<file path="src/rtl/serialize_lanes_if.sv">
// Handshake bundle for serialize_lanes: a wide word input (din_*) and a
// narrow one-lane-per-beat output (dout_*).
// master: upstream producer / downstream consumer side (drives din_*, dout_ready)
// slave : the serializer itself
interface serialize_lanes_if #(
  parameter int LANES = 4,
  parameter int W     = 8
);
  localparam int CW = $clog2(LANES + 1);

  logic               din_valid;
  logic               din_ready;
  logic [LANES*W-1:0] din_data;
  logic [CW-1:0]      din_active;
  logic               dout_valid;
  logic               dout_ready;
  logic [W-1:0]       dout_data;
  logic               dout_last;

  modport master (
    output din_valid, din_data, din_active, dout_ready,
    input  din_ready, dout_valid, dout_data, dout_last
  );

  modport slave (
    input  din_valid, din_data, din_active, dout_ready,
    output din_ready, dout_valid, dout_data, dout_last
  );
endinterface

</file>
<file path="src/rtl/serialize_lanes.sv">
// serialize_lanes: accepts a word of LANES packed lanes plus an active-lane
// count, then emits lanes one per cycle, flagging the final one with dout_last.
// A word arriving on the last-lane handshake is loaded with no bubble.
// Optional build macro SERIALIZE_LANES_MSB_FIRST_EN: emit lanes k-1 down to 0
// instead of 0 up to k-1.
module serialize_lanes #(
  parameter int LANES = 4,
  parameter int W     = 8
) (
  input  logic               clk,
  input  logic               rst,
  serialize_lanes_if.slave   s
);
  localparam int CW = $clog2(LANES + 1);
  localparam int IW = $clog2(LANES);

  typedef enum logic {IDLE = 1'b0, SEND = 1'b1} state_e;

  state_e                    state_q;
  logic [LANES-1:0][W-1:0]   data_q;
  logic [IW-1:0]             idx_q;
  logic [CW-1:0]             cnt_q;

  logic [CW-1:0]             act_cl;
  logic [CW-1:0]             act_m1;
  logic [IW-1:0]             start_idx;
  logic                      last_hs;
  logic                      din_hs;

  // Clamp the requested lane count and derive the first lane to emit.
  always_comb begin
    act_cl = (s.din_active > CW'(LANES)) ? CW'(LANES) : s.din_active;
    act_m1 = act_cl - CW'(1);
`ifdef SERIALIZE_LANES_MSB_FIRST_EN
    start_idx = act_m1[IW-1:0];
`else
    start_idx = '0;
`endif
  end

  // Last lane leaving this cycle frees the holding register for a new word,
  // so din_ready follows dout_ready combinationally in that case.
  assign last_hs     = (state_q == SEND) && s.dout_ready && (cnt_q == CW'(1));
  assign s.din_ready = !rst && ((state_q == IDLE) || last_hs);
  assign din_hs      = s.din_valid && s.din_ready;

  // Outputs come straight from held state, so they are stable under stall.
  assign s.dout_valid = (state_q == SEND);
  assign s.dout_data  = (state_q == SEND) ? data_q[idx_q] : '0;
  assign s.dout_last  = (state_q == SEND) && (cnt_q == CW'(1));

  // Serializer FSM: load on accept, step one lane per output handshake.
  always_ff @(posedge clk) begin
    if (rst) begin
      state_q <= IDLE;
      data_q  <= '0;
      idx_q   <= '0;
      cnt_q   <= '0;
    end else begin
      case (state_q)
        IDLE: begin
          // A zero-lane word is accepted and dropped.
          if (din_hs && act_cl != '0) begin
            state_q <= SEND;
            data_q  <= s.din_data;
            idx_q   <= start_idx;
            cnt_q   <= act_cl;
          end
        end
        SEND: begin
          if (s.dout_ready) begin
            if (cnt_q == CW'(1)) begin
              if (din_hs && act_cl != '0) begin
                data_q <= s.din_data;
                idx_q  <= start_idx;
                cnt_q  <= act_cl;
              end else begin
                state_q <= IDLE;
                cnt_q   <= '0;
              end
            end else begin
`ifdef SERIALIZE_LANES_MSB_FIRST_EN
              idx_q <= idx_q - IW'(1);
`else
              idx_q <= idx_q + IW'(1);
`endif
              cnt_q <= cnt_q - CW'(1);
            end
          end
        end
        default: state_q <= IDLE;
      endcase
    end
  end
endmodule

</file>
<file path="src/flat_wrapper.sv">
// flat-port wrapper written by rule: the top's interface ports become plain ports
module serialize_lanes_flat 
#(
  parameter int LANES = 4,
  parameter int W     = 8
)
  (clk, rst, s_din_valid, s_din_data, s_din_active, s_dout_ready, s_din_ready, s_dout_valid, s_dout_data, s_dout_last);
  serialize_lanes_if #(.LANES(LANES), .W(W)) s_i ();
  input  logic clk;
  input  logic rst;
  input wire logic [$bits(s_i.din_valid)-1:0] s_din_valid;
  input wire logic [$bits(s_i.din_data)-1:0] s_din_data;
  input wire logic [$bits(s_i.din_active)-1:0] s_din_active;
  input wire logic [$bits(s_i.dout_ready)-1:0] s_dout_ready;
  output wire logic [$bits(s_i.din_ready)-1:0] s_din_ready;
  output wire logic [$bits(s_i.dout_valid)-1:0] s_dout_valid;
  output wire logic [$bits(s_i.dout_data)-1:0] s_dout_data;
  output wire logic [$bits(s_i.dout_last)-1:0] s_dout_last;
  assign s_i.din_valid = s_din_valid;
  assign s_i.din_data = s_din_data;
  assign s_i.din_active = s_din_active;
  assign s_i.dout_ready = s_dout_ready;
  assign s_din_ready = s_i.din_ready;
  assign s_dout_valid = s_i.dout_valid;
  assign s_dout_data = s_i.dout_data;
  assign s_dout_last = s_i.dout_last;
  serialize_lanes #(.LANES(LANES), .W(W)) u_core (.clk(clk), .rst(rst), .s(s_i));
endmodule
</file>
<file path="config.mk">
export PLATFORM = sky130hd
export DESIGN_NAME = serialize_lanes_flat
export DESIGN_NICKNAME = d
export VERILOG_FILES = /design/src/rtl/serialize_lanes_if.sv /design/src/rtl/serialize_lanes.sv /design/src/flat_wrapper.sv
export SDC_FILE = /design/constraint.sdc
export NUM_CORES = 1
export LEC_CHECK = 0
export CORE_ASPECT_RATIO = 0.7
export CORE_MARGIN = 2
export CORE_UTILIZATION = 43
export DETAILED_ROUTE_END_ITERATION = 8
export HOLD_SLACK_MARGIN = 0.1
export PLACE_DENSITY = 0.75
export SKIP_LAST_GASP = 1
export SYNTH_ARGS = -nofsm -noshare
export SYNTH_HDL_FRONTEND = slang
export SYNTH_SLANG_ARGS = --single-unit
</file>
<file path="constraint.sdc">
create_clock -name clk -period 1.65 [get_ports clk]
set_clock_uncertainty 0.05 [all_clocks]
set_input_delay 0.33 -clock clk [delete_from_list [all_inputs] [get_ports clk]]
set_output_delay 0.33 -clock clk [all_outputs]
set_load 0.05 [all_outputs]
</file>
## Word-level counts from Yosys, hierarchy flattened

Cells that the tools add are included.

- Bits in read-only memories: 0
- Latch bits: 0
- Bits in writable memories: 0
- Bits in registers: 38
- Memories: 0
- Output and inout port bits: 11
- Bits of input ports: 39

- Equality and inequality tests: 4
- Div/mod/pow operators: 0
- Reductions and logical operators: 11
- $add $sub $neg: 2
- $mul: 0
- Bitwise logic cells: 1
- Magnitude comparators: 2
- Muxes and demuxes: 21
- Shift-type cells: 0

Operators with widths:

| operator | number |
|---|---|
| 32-bit 2-to-1 mux | 3 |
| 32-bit case mux with 2 select lines | 1 |
| 8-bit binary-select mux with 2-bit select | 1 |
| 8-bit 2-to-1 mux | 2 |
| 3-bit 2-to-1 mux | 5 |
| 1-bit logical AND | 6 |
| 2-bit 2-to-1 mux | 3 |
| 2-bit inequality test, second input constant | 3 |
| 3-bit case mux with 2 select lines | 1 |
| 2-bit case mux with 2 select lines | 1 |
| 2-bit AND reduction | 2 |
| 3-bit by 1-bit equality test with 1-bit output, second input constant | 1 |
| 3-bit greater-than comparator, second input constant | 1 |
| 2-bit by 3-bit < comparator with 1-bit output, second input constant | 1 |
| 1-bit 2-to-1 mux | 3 |
| 3-bit nonzero test | 1 |
| 3-bit by 1-bit subtractor with 3-bit output, second input constant | 1 |
| 2-bit by 1-bit adder with 2-bit output, second input constant | 1 |
| 1-bit case mux with 2 select lines | 1 |
| 1-bit zero test | 1 |
| 1-bit logical OR | 1 |
| 1-bit inverter | 1 |

## Depth between registers and ports, before layout

Gate-level depths: netlist of run 1.

- Word-level depth: 10
- Mapped depth: 8

## Least setup slack after synthesis of run 1

OpenSTA, ideal clock, no wires.

- Kind: reg-to-output
- Start point: register u_core.state_q, in the netlist u_core.s.dout_valid
- End point: output port s_din_ready
- Arrival time: 1693 ps
- Setup slack: -423 ps
- Stages on the path, launching flop included: 4
- Buffers on the path: 2
- Cells stage by stage: dfxtp_1 -> clkbuf_1 -> clkbuf_1 -> a21oi_1

- Cells in the longest elaborated chain, start to end: 4
- Elaborated cells on any way between the ends: 5
- Those cells by class: bitwise (1); reduce/logical (4)

Ends and longest elaborated chain:

| element | line | RTL |
|---|---|---|
| from (decl) | serialize_lanes.sv:19 | `state_e state_q;` |
| from (signal assigned) | serialize_lanes.sv:55 | `state_q <= IDLE;` |
| from (signal assigned) | serialize_lanes.sv:64 | `state_q <= SEND;` |
| from (signal assigned) | serialize_lanes.sv:78 | `state_q <= IDLE;` |
| 1-bit logical AND (2 in series) | serialize_lanes.sv:43 | `assign last_hs = (state_q == SEND) && s.dout_ready && (cnt_q == CW'(1));` |
| 1-bit logical OR (*) | serialize_lanes.sv:44 | `assign s.din_ready = !rst && ((state_q == IDLE) \|\| last_hs);` |
| 1-bit logical AND (*) | serialize_lanes.sv:44 |  |
| to (decl) | flat_wrapper.sv:15 | `output wire logic [$bits(s_i.din_ready)-1:0] s_din_ready;` |

Every way passes the cells marked *; elsewhere a longest branch is shown, timed or not.

## Final worst setup path of run 1

- Start point: register u_core.idx_q[0]
- End point: output port s_dout_data[0]

- Cells in the longest elaborated chain, start to end: 3

Ends and longest elaborated chain:

| element | line | RTL |
|---|---|---|
| from (decl) | serialize_lanes.sv:21 | `logic [IW-1:0] idx_q;` |
| from (signal assigned) | serialize_lanes.sv:66 | `idx_q <= start_idx;` |
| from (signal assigned) | serialize_lanes.sv:75 | `idx_q <= start_idx;` |
| from (signal assigned) | serialize_lanes.sv:85 | `idx_q <= idx_q + IW'(1);` |
| 8-bit binary-select mux with 2-bit select | serialize_lanes.sv:49 | `assign s.dout_data = (state_q == SEND) ? data_q[idx_q] : '0;` |
| 8-bit 2-to-1 mux (not written as such) | serialize_lanes.sv:49 |  |
| 8-bit 2-to-1 mux | serialize_lanes.sv:49 |  |
| to (decl) | flat_wrapper.sv:17 | `output wire logic [$bits(s_i.dout_data)-1:0] s_dout_data;` |

Every way passes these cells. The select of a mux whose other input is x is not followed.

==> results.md, run 1 <==
* Outcome: finished with violations
* Failing checks: negative setup slack
* WL/cell at 15.9 µm
* Sw power at 0.689 mW
* Top cell type's share of synthesized area at 0.405
* Slew Limit Fails at 0
* Post-DRT Antenna Nets at 0
* M3 GR Usage at 0.0515
* Row cnt at 20
* Final setup fails at 37
* Peak supply drop at 0.539 mV
* Critical path data arrival time at 1.61 ns
* H-Tree Depth at 2
* Sequential fraction of the synthesis area at 0.405
* Clock Root Buffer: clkbuf_8
* Count of flip-flops with a built-in enable after synthesis at 0
* Antenna cells at 0
* Final core occ at 0.766
* Final Instance Count excl. Fillers at 347
* Hold Crit Depth at 3
* DRC viols at 0
* CTS Hold Bufs at 0
* Critical path type: reg2out
* Busiest layer in global routing: met2
* Area Overhead vs Synth at 74.5%
* Fmax at 502 MHz
* Final worst path period need at 1.99 ns
* Worst setup margin at -0.344 ns
* Clock transition at the registers of the reported paths at 0.08 ns
* Met2 Use GR at 0.357
* CTS tree: built
* Synth top cells by count: dfxtp_1 (38), nand2_1 (36), nand2b_1 (34)
* Max_cap viols at 0
* Fillcell total at 264
* Cell variety after synth at 34
* Pin count of the biggest net entering global routing at 32
* Met1 usage at 0.291
* RSZ-0062 raised after global routing: true
* CP Data Required Time at 1.27 ns
* First-pass GRT wire length at 8.26 mm
* Slew Limit Headroom at 0.783
* Max Root-Sink Buffers at 2
* Synth Area per Inst at 9.03 µm²
* Final #Nets at 332
* Worst hold path type: in2reg
* Int Pwr at 1.72 mW
* Clock Sinks at 38
* Gr usage total at 0.218
* Fraction of layout cells with a size suffix above 1 at 0.459
* Fin. Hold Viols at 0
* Cell Count Post-Placement at 319
* Final Cycle Share at 1.21
* Leakage at 1.35 nW
* Synth area leaders: dfxtp_1 (41%), nand2b_1 (11%), mux4_2 (9.6%), nand2_1 (7.2%), o21ai_0 (6.7%)
* Number of synthesized register bits at 38
* Clk_lat worst skew at 0.29 ns
* Num CTS Buffers at 5
* Slew @ Worst Pin at 0.324 ns
* Gate power share at 0.287
* Worst Setup End Kind: primary output
* Remaining Overflow, GRT at 0
* FF-to-FF setup slack at -0.11 ns
* Routed WL at 5.53 mm
* Boundary pin count at 50
* Yosys warns at 0
* Number of global-route vias before repair at 1680
* Prevailing post-synth register cell: dfxtp_1
* Mapped Nets at 249
* Starting DRT DRC Count at 160
* R2R cell count at 10
* Vias per inst at 5.31
* Placer Congestion at 0.771
* Most frequent cell after synthesis: dfxtp_1
* Initial antenna violation count at 0
* Via Count at 1841
* Die Height at 59.3 µm
* Seq pwr share at 0.435
* Async SR Flop Fraction at 0
* Final Cell Area at 3280 µm²
* Iteration count of the initial detailed-routing pass at 4
* Clock Power Share at 0.279
* DP HPWL at 3.00 mm
* Core ar. at 4280 µm²
* Input/output buffers at 49
* Startpoint types: flip-flop
* Pre-CTS setup slack at -0.286 ns
* Die area at 4920 µm²
* Synthesized cell area at 1880 µm²
* Max FO, Critical Path at 5
* Initial Utilization at 0.439
* Area post-placement at 2590 µm²
* Post-Syn Instances at 208
* Pwr dens at 736 nW/µm²
* Leading area contributor after synthesis: dfxtp_1
* Die X at 83.0 µm
* Sw Share at 0.286
[cells in the final DEF (no fill, tap or decap), types with 2 or more instances in the layout]
cell             synthesis  routed
nand2_4                  0       7
buf_12                   0      10
clkbuf_16                0       2
dfxtp_1                 38      33
a211oi_2                 2       2
nand2_2                  0      13
buf_4                    4      20
o21ai_2                  0      17
dfxtp_2                  0       3
mux4_2                   8       8
and2_4                   0       9
nor3b_1                  2       2
dlymetal6s2s_1           0       3
dfxtp_4                  0       2
nor2_1                   3       3
nand2_1                 36      16
clkbuf_8                 0       6
a21oi_1                  3       2
o21ai_1                  9      16
buf_8                    0       4
clkdlybuf4s50_1          0      34
buf_6                    1      17
nand2b_1                34      34
[power groups by stage]
stage               Clock, mW  Combinational, mW  Sequential, mW
floorplan                   0              0.283            1.04
global placement            0              0.487            1.06
detailed placement          0              0.491            1.06
CTS                     0.685              0.628            1.04
global route            0.718              0.731            1.05
finish                  0.672              0.691            1.05
[stage by stage]
| stage | setup TNS, ns | hold WS, ns | total power [mW] |
|---|---|---|---|
| 4_1_cts | -3.58 | 0.417 | 2.36 |
| 5_1_grt | -7.26 | 0.344 | 2.50 |
| 2_1_floorplan | 0 | 0.389 | 1.33 |
| 6_report | -4.22 | 0.326 | 2.41 |
| 3_3_place_gp | -7.81 | 0.398 | 1.54 |
| 3_5_place_dp | -9.51 | 0.404 | 1.55 |
[registers in the layout (all words and copies together) (netlist names)]
signal and flops:
u_core.cnt_q 3, u_core.data_q 32, u_core.idx_q 2, u_core.s.dout_valid 1
[worst max-delay path: stages (launching register included)]
cell	delay (ns)
dfxtp_2	0.35
buf_6	0.14
mux4_2	0.50
and2_4	0.19
buf_6	0.15
[kinds of logic (layout without fill, tap and decap cells)]
family,after synthesis,after routing,share of synthesized area
compound gates,50,50,0.170
mux,9,9,0.101
flops,38,38,0.405
buf+inv,18,102,0.0493
simple gates,90,90,0.256
xor+xnor,1,1,0.00466
fa+ha+maj,2,2,0.0133
[metal layers]
| layer | wire [µm] | vias up | share of wire |
|---|---|---|---|
| li1 | - | 878 | - |
| met1 | 2460 | 887 | 0.44 |
| met2 | 2670 | 65 | 0.48 |
| met3 | 297 | 11 | 0.054 |
| met4 | 110 | 0 | 0.020 |
| met5 | 0 | - | 0 |
[repair_timing]
action / CTS / global route
pin swaps: 19 / 30
setup endpoints to repair: 39 / 46
resized for setup: 62 / 57
buffers inserted: 14 / 2
cloned: 5 / 3
[final cells by class]
class | instances | area [µm²] | area share
Timing Repair Buffer | 92 | 1070 | 0.325
Tap cell | 55 | 68.8 | 0.0210
Sequential cell | 38 | 772 | 0.236
Clock inverter | 2 | 12.5 | 0.00382
Multi-Input combinational cell | 152 | 1270 | 0.387
Clock buffer | 6 | 82.6 | 0.0252
Inverter | 2 | 7.51 | 0.00229
[worst paths after layout]
path | start | end
setup / recovery | u_core.idx_q[0] | s_dout_data[0]
hold / removal | s_din_active[1] | u_core.cnt_q[1]
setup reg to reg | u_core.cnt_q[1] | u_core.data_q[20]
hold reg to reg | u_core.data_q[19] | u_core.data_q[19]
Power figures use the tool's default switching activity.
==> run 2, diff against run 1 <==
Settings changed: CORE_MARGIN 2 to not set, CORE_UTILIZATION 43 to 52, PLACE_DENSITY 0.75 to 0.85.
Clock period 1.65 ns to 2.55 ns, I/O delays scaled along.
==> run 2 against run 1 <==
- the run now ends clean
- critical path type is now in2out
- non-clock buffer count fell by 36
- register-to-register slack better by 0.78 ns
- combinational power decreased by 60%
- sequential cell count is the same
- largest power group unchanged
- worst setup slack better by 0.61 ns
==> results.md, run 2 (synthesized netlist as in run 1, its figures left out) <==
* First-pass GRT wire length at 6.75 mm (-18%)
* H-Tree Depth at 2 (unchanged)
* DRC viols at 0 (unchanged)
* Via Count at 1553 (-16%)
* Clock Root Buffer: clkbuf_8
* WL/cell at 13.6 µm (-15%)
* Antenna cells at 0 (unchanged)
* Iteration count of the initial detailed-routing pass at 4 (unchanged)
* CTS Hold Bufs at 0 (unchanged)
* Max_cap viols at 0 (unchanged)
* Final setup fails at 0 (-100%)
* Initial Utilization at 0.570 (+0.131)
* Post-DRT Antenna Nets at 0 (unchanged)
* Leakage at 0.925 nW (-31%)
* Starting DRT DRC Count at 51 (-68%)
* Largest register by flop count: u_core.data_q
* Core ar. at 3300 µm² (-23%)
* RSZ-0062 raised after global routing: false
* Setup TNS at 0 ns (+4.22 ns)
* Die Height at 52.3 µm (-12%)
* Input/output buffers at 49 (unchanged)
* Final Cell Area at 2470 µm² (-25%)
* Most frequent cells in the layout: clkdlybuf4s50_1 (38), dfxtp_1 (38), nand2_1 (36), nand2b_1 (34), o21ai_0 (25)
* Clk_lat worst skew at 0.29 ns (about the same)
* Cells resized by post-CTS repair at 0 (-100%)
* Fraction of layout cells with a size suffix above 1 at 0.153 (-0.306)
* CTS tree: built
* Cell Count Post-Placement at 295 (-7.5%)
* Final #Nets at 296 (-11%)
* Final Instance Count excl. Fillers at 302 (-13%)
* CP Data Required Time at 1.99 ns (+0.72 ns)
* Clock transition at the registers of the reported paths at 0.07 ns (about the same)
* Max Root-Sink Buffers at 2 (unchanged)
* Worst setup margin at 0.268 ns (+0.612 ns)
* Number of global-route vias before repair at 1437 (-14%)
* Critical path data arrival time at 1.72 ns (+0.11 ns)
* Boundary pin count at 50 (unchanged)
* Placer Congestion at 0.851 (+10%)
* DP HPWL at 3.01 mm (+0.44%)
* Area post-placement at 2390 µm² (-7.8%)
* Gr usage total at 0.241 (+0.0227)
* Number of flip-flops in the largest register at 32 (unchanged)
* Fmax at 438 MHz
* Worst Setup End Kind: primary output
* Peak supply drop at 0.420 mV (-22%)
* Startpoint types: input pin
* Pre-CTS setup slack at 0.220 ns (+0.506 ns)
* Slew Limit Fails at 0 (unchanged)
* Num CTS Buffers at 5 (unchanged)
* Pwr dens at 539 nW/µm² (-27%)
* Slew @ Worst Pin at 0.706 ns (+0.382 ns)
* Pin count of the biggest net entering global routing at 43 (+34%)
* Max FO, Critical Path at 6 (+1)
* Final Cycle Share at 0.895
* Remaining Overflow, GRT at 0 (unchanged)
* Area Overhead vs Synth at 31.3%
* Fin. Hold Viols at 0 (unchanged)
* Worst hold path type: reg2reg
* Vias per inst at 5.14 (-3.1%)
* Slew Limit Headroom at 0.529 (-0.255)
* Critical path type: in2out
* Final worst path period need at 2.28 ns
* Top Registers: u_core.data_q: 32 flops, u_core.cnt_q: 3 flops, u_core.idx_q: 2 flops
* Outcome: finished, final reports clean
* Post-CTS Setup Bufs at 0 (-14)
* Routed WL at 4.11 mm (-26%)
* Die X at 73.8 µm (-11%)
* Clock Sinks at 38 (unchanged)
* Row cnt at 17 (-15%)
* Initial antenna violation count at 0 (unchanged)
* Die area at 3860 µm² (-22%)
## run 2: cell count changes in the layout (fill, tap and decap cells not counted), sizes merged
cell           delta
buf              -34
clkbuf            -3
clkdlybuf4s50     +4
clkinv            +1
clkinvlp          -1
dlygate4sd2       -1
dlymetal6s2s      -3
## run 2: cell type report
| type | count | area, µm² |
|---|---|---|
| inverters | 2 | 7.51 |
| repair buffers | 56 | 528 |
| clock inverters | 2 | 10.0 |
| flip-flops and latches | 38 | 761 |
| multi-input cells | 152 | 1030 |
| fillers | 247 | 831 |
| well taps | 47 | 58.8 |
| clock buffers | 5 | 68.8 |
## run 2: per-layer routing
layer | vias to the layer above | share of wire | GRT usage
met3 | 5 | 0.058 | 0.0519
li1 | 796 | - | -
met5 | - | 0 | 0
met1 | 700 | 0.51 | 0.350
met4 | 0 | 0.010 | 0.0865
met2 | 52 | 0.42 | 0.350
## run 2: worst max-delay path, stage by stage
cell	delay (ns)
clkdlybuf4s50_1	0.62
nand3b_4	0.15
a21oi_1	0.27
buf_12	0.18
## run 2: final timing paths
| kind | from | to | slack, ns | cells past startpoint |
|---|---|---|---|---|
| worst max-delay path | s_dout_ready | s_din_ready | 0.27 | 4 |
| worst min-delay path | u_core.data_q[24] | u_core.data_q[24] | 0.41 | 2 |
| worst max register to register | u_core.cnt_q[0] | u_core.data_q[19] | 0.67 | 5 |
| worst min register to register | u_core.data_q[24] | u_core.data_q[24] | 0.41 | 2 |
## run 2: stage by stage
stage	hold WS (ns)	total power [mW]	util
after floorplan	0.389	0.847	-
after global placement	0.400	0.956	0.724
after detailed placement	0.404	0.963	0.724
after CTS	0.415	1.34	0.748
after global routing	0.445	1.39	0.748
final	0.413	1.33	0.748
## run 2: power breakdown
part	internal [mW]	switching (mW)	leakage, nW
combinational	0.148	0.130	0.568
clock	0.183	0.194	0.0438
sequential	0.639	0.0350	0.313
